--- src/rtl/mem_access_unit.sv ---
// mem_access_unit: memory-stage load/store sequencer between the M stage and a
// 32-bit word-addressed data memory with a valid/ready handshake. Stores are
// narrowed into replicated byte lanes with byte enables; loads are extracted
// from the returned word and zero/sign-extended. Misalignment, reserved size
// and timeout are reported through resp_err.
module mem_access_unit #(
    parameter int unsigned TIMEOUT = 255
) (
    input  logic        clk,
    input  logic        reset,
    input  logic        req_valid,
    output logic        req_ready,
    input  logic        req_we,
    input  logic [1:0]  req_size,
    input  logic        req_sign,
    input  logic [31:0] req_addr,
    input  logic [31:0] req_wdata,
    output logic        resp_valid,
    output logic [31:0] resp_rdata,
    output logic        resp_err,
    output logic        mem_valid,
    input  logic        mem_ready,
    output logic        mem_we,
    output logic [31:0] mem_addr,
    output logic [3:0]  mem_be,
    output logic [31:0] mem_wdata,
    input  logic        mem_rvalid,
    input  logic [31:0] mem_rdata
);

    typedef enum logic [1:0] {
        IDLE   = 2'd0,
        ISSUE  = 2'd1,
        WAIT_R = 2'd2,
        RESP   = 2'd3
    } state_t;

    state_t      state_q, state_d;
    logic        we_q, we_d;
    logic [1:0]  size_q, size_d;
    logic        sign_q, sign_d;
    logic [1:0]  off_q, off_d;
    logic [29:0] waddr_q, waddr_d;
    logic [3:0]  be_q, be_d;
    logic [31:0] wdata_q, wdata_d;
    logic [15:0] cnt_q, cnt_d;
    logic [31:0] rdata_q, rdata_d;
    logic        err_q, err_d;

    logic        bad_req;
    logic [3:0]  be_in;
    logic [31:0] wdata_in;
    logic [7:0]  ld_byte;
    logic [15:0] ld_half;
    logic [31:0] ld_ext;
    logic        timeout_hit;

    // Decode the incoming request: legality, byte enables and lane-replicated data.
    always_comb begin
        bad_req  = (req_size == 2'b11)
                 | ((req_size == 2'b01) & req_addr[0])
                 | ((req_size == 2'b10) & (req_addr[1:0] != 2'b00));
        be_in    = 4'b1111;
        wdata_in = req_wdata;
        case (req_size)
            2'b00: begin
                be_in    = 4'b0001 << req_addr[1:0];
                wdata_in = {4{req_wdata[7:0]}};
            end
            2'b01: begin
                be_in    = req_addr[1] ? 4'b1100 : 4'b0011;
                wdata_in = {2{req_wdata[15:0]}};
            end
            default: begin
                be_in    = 4'b1111;
                wdata_in = req_wdata;
            end
        endcase
    end

    // Extract the addressed field from the returned word and extend it.
    always_comb begin
        ld_byte = mem_rdata[7:0];
        case (off_q)
            2'd0:    ld_byte = mem_rdata[7:0];
            2'd1:    ld_byte = mem_rdata[15:8];
            2'd2:    ld_byte = mem_rdata[23:16];
            default: ld_byte = mem_rdata[31:24];
        endcase
        ld_half = off_q[1] ? mem_rdata[31:16] : mem_rdata[15:0];
        case (size_q)
            2'b00:   ld_ext = {{24{sign_q & ld_byte[7]}}, ld_byte};
            2'b01:   ld_ext = {{16{sign_q & ld_half[15]}}, ld_half};
            default: ld_ext = mem_rdata;
        endcase
    end

    // Count reaches TIMEOUT at the end of the current cycle.
    always_comb begin
        timeout_hit = (({16'd0, cnt_q} + 32'd1) >= 32'(TIMEOUT));
    end

    // Next-state, request capture, timeout counter and response capture.
    always_comb begin
        state_d = state_q;
        we_d    = we_q;
        size_d  = size_q;
        sign_d  = sign_q;
        off_d   = off_q;
        waddr_d = waddr_q;
        be_d    = be_q;
        wdata_d = wdata_q;
        cnt_d   = cnt_q;
        rdata_d = rdata_q;
        err_d   = err_q;
        case (state_q)
            IDLE: begin
                cnt_d = '0;
                if (req_valid) begin
                    we_d    = req_we;
                    size_d  = req_size;
                    sign_d  = req_sign;
                    off_d   = req_addr[1:0];
                    waddr_d = req_addr[31:2];
                    be_d    = be_in;
                    wdata_d = wdata_in;
                    rdata_d = '0;
                    err_d   = bad_req;
                    state_d = bad_req ? RESP : ISSUE;
                end
            end
            ISSUE: begin
                cnt_d = cnt_q + 16'd1;
                if (mem_ready) begin
                    state_d = we_q ? RESP : WAIT_R;
                end else if (timeout_hit) begin
                    err_d   = 1'b1;
                    state_d = RESP;
                end
            end
            WAIT_R: begin
                cnt_d = cnt_q + 16'd1;
                if (mem_rvalid) begin
                    rdata_d = ld_ext;
                    state_d = RESP;
                end else if (timeout_hit) begin
                    err_d   = 1'b1;
                    state_d = RESP;
                end
            end
            default: begin
                state_d = IDLE;
            end
        endcase
    end

    // State and datapath registers with asynchronous active-low reset.
    always_ff @(posedge clk or negedge reset) begin
        if (!reset) begin
            state_q <= IDLE;
            we_q    <= 1'b0;
            size_q  <= '0;
            sign_q  <= 1'b0;
            off_q   <= '0;
            waddr_q <= '0;
            be_q    <= '0;
            wdata_q <= '0;
            cnt_q   <= '0;
            rdata_q <= '0;
            err_q   <= 1'b0;
        end else begin
            state_q <= state_d;
            we_q    <= we_d;
            size_q  <= size_d;
            sign_q  <= sign_d;
            off_q   <= off_d;
            waddr_q <= waddr_d;
            be_q    <= be_d;
            wdata_q <= wdata_d;
            cnt_q   <= cnt_d;
            rdata_q <= rdata_d;
            err_q   <= err_d;
        end
    end

    // Outputs decoded from state and gated registers, so reset zeroes them at once.
    always_comb begin
        req_ready  = (state_q == IDLE);
        mem_valid  = (state_q == ISSUE);
        mem_we     = mem_valid & we_q;
        mem_addr   = mem_valid ? {waddr_q, 2'b00} : '0;
        mem_be     = mem_valid ? be_q : '0;
        mem_wdata  = mem_valid ? wdata_q : '0;
        resp_valid = (state_q == RESP);
        resp_rdata = resp_valid ? rdata_q : '0;
        resp_err   = resp_valid & err_q;
    end

endmodule

--- config.mk ---
export PLATFORM = sky130hd
export DESIGN_NAME = mem_access_unit
export DESIGN_NICKNAME = d
export VERILOG_FILES = /design/src/rtl/mem_access_unit.sv
export SDC_FILE = /design/constraint.sdc
export NUM_CORES = 1
export LEC_CHECK = 0
export ABC_AREA = 1
export BUFFER_PORTS_ARGS = -buffer_cell sky130_fd_sc_hd__clkbuf_2
export CELL_PAD_IN_SITES_DETAIL_PLACEMENT = 1
export CELL_PAD_IN_SITES_GLOBAL_PLACEMENT = 2
export CORE_UTILIZATION = 30
export DETAILED_ROUTE_END_ITERATION = 10
export PLACE_DENSITY_LB_ADDON = 0.1
export SKIP_CTS_REPAIR_TIMING = 1
export SLEW_MARGIN = 20
export SYNTH_ARGS = -nofsm -noshare
export SYNTH_HDL_FRONTEND = slang
export SYNTH_SLANG_ARGS = --single-unit
export TNS_END_PERCENT = 100
--- constraint.sdc ---
create_clock -name clk -period 4.85 [get_ports clk]
set_input_delay 1.2125 -clock clk [delete_from_list [all_inputs] [get_ports clk]]
set_output_delay 1.2125 -clock clk [all_outputs]
set_load 0.005 [all_outputs]
; After elaboration in Yosys (flattened, before gate mapping)
; Cells that the tools add are included.
[word_totals]
register_bits = 123
in_bits = 105
out_inout_bits = 105
elab_cells = 74
[op_classes]
add_sub_neg = 2
n_shift = 1
reduce_logical = 12
order_cmp = 1
eq_ne = 13
muxes = 26
n_bitwise = 8
[ops]
columns = operator, n
row1 = one-hot mux 32 bit (2 select lines), 3
row2 = two-way mux 32 bit, 5
row3 = one-hot mux 16 bit (2 select lines), 1
row4 = one-hot mux 8 bit (3 select lines), 1
row5 = adder 16 x 1 -> 17 bit (second input constant), 1
row6 = greater-or-equal comparator 17 x 8 -> 1 bit (second input constant), 1
row7 = adder 16 x 1 -> 16 bit (second input constant), 1
row8 = two-way mux 16 bit, 1
row9 = == test 2 bit (second input constant), 5
row10 = two-way mux 2 bit, 5
row11 = == test 2 x 1 -> 1 bit (second input constant), 4
row12 = zero test 2 bit, 4
row13 = two-way mux 4 bit, 2
row14 = != test 2 bit (second input constant), 4
row15 = one-hot mux 4 bit (2 select lines), 1
row16 = bitwise AND 1 bit, 6
row17 = one-hot mux 2 bit (3 select lines), 1
row18 = nonzero test 2 bit, 3
row19 = two-way mux 1 bit, 5
row20 = AND reduction 4 bit, 1
row21 = left shift 1 x 2 -> 4 bit (first input constant), 1
row22 = one-hot mux 1 bit (3 select lines), 1
row23 = AND reduction 3 bit, 1
row24 = nonzero test 3 bit, 1
row25 = 3 further kinds, 4

; Logic depth before layout (Yosys ltp)
[depth]
depth_word = 7
mapped_depth = 15
depth_no_buf = 15

; Worst setup path after synthesis
; Ideal clock, no wire load.
[synth_path]
path_type = reg2out
startpoint = register state_q[1]
endpoint = output mem_wdata[10]
path_slack_ns = 2.149
path_buffers = 3
t_arrival_ns = 1.489
stages_incl_launch_ff = 8
t_required_ns = 3.638
path_cell_list = dfrtp_1 > inv_1 > ha_1 > clkbuf_1 > buf_2 > buf_1 > nand2_1 > inv_1
[synth_via]
elab_chain_len = 2
[synth_rtl]
columns = element, line
row1 = start: declaration, 38  ; state_t state_q, state_d;
row2 = start signal: assignment, 172  ; state_q <= state_d;
row3 = == test 2 x 1 -> 1 bit, 189  ; mem_valid = (state_q == ISSUE);
row4 = via mem_valid, 21  ; output logic mem_valid,
row5 = two-way mux 32 bit, 193  ; mem_wdata = mem_valid ? wdata_q : '0;
row6 = end: declaration, 26  ; output logic [31:0] mem_wdata,
; The timed path passes the listed nets, and every way through them passes these cells.

; Final worst setup path
[layout_path]
startpoint = register state_q[1]
endpoint = output mem_wdata[19]
[layout_via]
elab_chain_len = 2
[layout_rtl]
columns = element, line
row1 = == test 2 x 1 -> 1 bit, 189
row2 = two-way mux 32 bit, 193
; No other way between the ends.

==> run metrics <==
result of the run complete, no violations; Synth cell types 36; share of cells above drive strength 1 23.7%; Worst path top cell family by delay buffers and inverters; chip height 153 um; Arr. time, crit path 2.42 ns; total core area approximately 22,000 sq um; worst hold-check path type flop to flop; CP Launch Type flop; maxcap violations 0; CTS buffer count 17; DP HPWL between 15 and 20 mm; DP Area 8130 sq um; Util after Layout 39.6%; Slew @ Worst Pin roughly 0.82 ns; setup violators final 0; fmax 0.276 GHz; most frequent CP cell inv_1; share of Yosys cell area claimed by the top area cell type 45.0%; Post-Syn Area 6840 sq um; DR WL/cell approximately 15 um; synthesized instance count 961; pin count of the biggest net entering global routing 66; CTS tree yes; antenna cells 0; Clock Skew 0.00746 ns; CTS Sinks around 120; Power Density 568 nW/um^2; number of global-route vias before repair between 7,000 and 8,000; 1st-pass router iterations 4; Clock Path Buffers 2; total gr overflow 0; die area 23,400 sq um; Max-slew headroom 45.4%; CP max-delay cell ha_2; RSZ-0062 raised after global routing no; IO Pins 210; Clock Root Buffer clkbuf_16; min cycle time layout roughly 3.6 ns; CP bufs+invs 4; Post-DRT Antenna Nets 0; Final Hold Fails 0; endpoint class of the critical path primary output; syn_area_per_cell 7.12 sq um; final WL 22.1 mm; clock latency on the worst-skew pair 0.42 ns; initial antenna violation count 1; type of the worst setup path flop to primary output; leading area contributor after synthesis dfrtp_1; Starting Density just over 30%; Synth area leaders dfrtp_1 45%, nand2_1 20%, inv_1 9.5%, o21ai_0 6.6%, o22ai_1 2.2%; register area share after synthesis 45.0%; Syn-to-layout area delta 28.0%; port buffer count 207; total power draw 4.97 mW; width of the die 153 um; via count 6,641; Max Transition Viols Final 0; crit path cell chain inv_1 -> ha_2 -> buf_4 -> nand2_1 -> inv_1 -> clkbuf_2; H-tree depth 4; initial drt markers approximately 230; post-route cell area 8750 sq um; Clock transition at path regs 0.06 ns; final worst path period share 74.8%; Final #Nets 1,267; Finished Layout Cells 1,446; Max IR drop VDD 247 uV; Final Wtd Congestion 0.790; # rows 54; CP peak stage delay 0.60 ns; vias per cell 4.59; gr usage total between 10% and 20%; Synth Register Bits approximately 120; Sum Neg Setup Slack 0 ns; placed cell count 1,415; CP max FO 41; Leak 5.23 nW; first-pass GRT wire length between 30 and 40 mm; synth warn 0; drt drc 0; worst path required time 3.64 ns
==> flip-flops by register name (all words and copies together) (netlist names) <==
signal,count
wdata_q,32
waddr_q,30
rdata_q,32
cnt_q,16
be_q,4
size_q,2
state_q,2
err_q,1
off_q,2
we_q,1
sign_q,1
==> power breakdown <==
group	switching (mW)	leakage (nW)	internal [mW]	total, mW
combinational	1.23	3.36	0.658	1.88
clock	0.509	0.288	0.859	1.37
sequential	0.284	1.58	1.43	1.72
==> cell usage after synthesis (all sizes together) <==
| library cell | instances |
|---|---|
| or2 | 1 |
| nand3 | 14 |
| nor2 | 41 |
| o211ai | 24 |
| o21bai | 2 |
| buf | 10 |
| xor2 | 5 |
| nor3 | 1 |
| a22o | 1 |
| ha | 8 |
| conb | 1 |
| nand2 | 368 |
| o21ai | 93 |
| o2111ai | 1 |
| a21oi | 22 |
| dfrtp | 123 |
| nor3b | 1 |
| mux2i | 6 |
| nand4 | 5 |
| o22ai | 24 |
| inv | 175 |
| clkbuf | 32 |
| clkinv | 3 |
==> metal layers <==
layer	track usage (%)	part of all wire (%)	up-vias
li1	-	-	3331
met1	24.9	46	3130
met2	33.4	47	153
met3	5.39	5.9	25
met4	5.92	1.3	2
met5	0	0.045	-
==> logic make-up after synthesis <==
group,count (synthesis),share of synthesized area (%)
AO/OA/AOI/OAI,167,14.5
XOR/XNOR,5,0.640
adder cells (fa/ha/maj),8,1.46
buffers and inverters,220,12.5
flip-flops,123,45.0
multiplexers,6,0.878
other,1,0.0548
AND/OR/NAND/NOR,431,25.0
==> worst register-to-register path, delay by kind of cell (launching register included) <==
kind | cells | cell delay (ns)
buffers and inverters | 2 | 0.88
and+or+nand+nor | 4 | 0.72
DFF | 1 | 0.43
adders and majority gates | 1 | 0.31
AOI/OAI and AO/OA | 1 | 0.09
==> cells in the final DEF (no fill, tap or decap), types with 2 or more instances in the layout <==
cell type	Yosys	routed
nand2_1	366	365
clkbuf_2	0	206
inv_1	173	173
dfrtp_1	123	123
o21ai_0	90	90
nor2_1	32	31
o22ai_1	24	24
a21oi_1	22	21
clkbuf_16	0	17
o211ai_1	16	16
nand3_1	12	12
o211ai_2	8	8
buf_4	2	8
nor2_2	6	7
ha_1	8	7
mux2i_1	6	6
nand4_1	5	5
xor2_1	5	5
clkinvlp_4	0	5
bufinv_16	0	4
nor2_4	3	3
clkinv_1	3	3
clkinv_4	0	3
nand2_2	2	2
nand3_2	2	2
o21bai_1	2	2
conb_1	1	2
==> cell type report <==
class                      count  area [sq um]
sequential                   123          3080
timing repair buffer         215          1100
fill                        2849         13300
tap                          280           350
inverter                     178           671
multi-input combinational    619          2930
clock inverter                14           198
clock buffer                  17           425
==> metrics by stage <==
stage / hold WS, ns / setup WS, ns
after floorplan: 0.449 / 2.15
after global placement: 0.463 / 1.64
after detailed placement: 0.465 / 1.60
after CTS: 0.482 / 1.15
after global routing: 0.495 / 1.00
final: 0.479 / 1.22
==> path summary, 6_finish.rpt <==
check                                end  slack (ns)   startpoint  depth (start not counted)
hold reg to reg              waddr_q[27]        0.48  waddr_q[27]                          2
min in group asynchronous      cnt_q[12]        0.79        reset                          1
max in group asynchronous    wdata_q[25]        3.16        reset                          2
setup / recovery           mem_wdata[19]        1.22   state_q[1]                          6
hold / removal               waddr_q[27]        0.48  waddr_q[27]                          2
setup reg to reg             wdata_q[20]        2.35   state_q[0]                          8
Power figures use the tool's default switching activity.
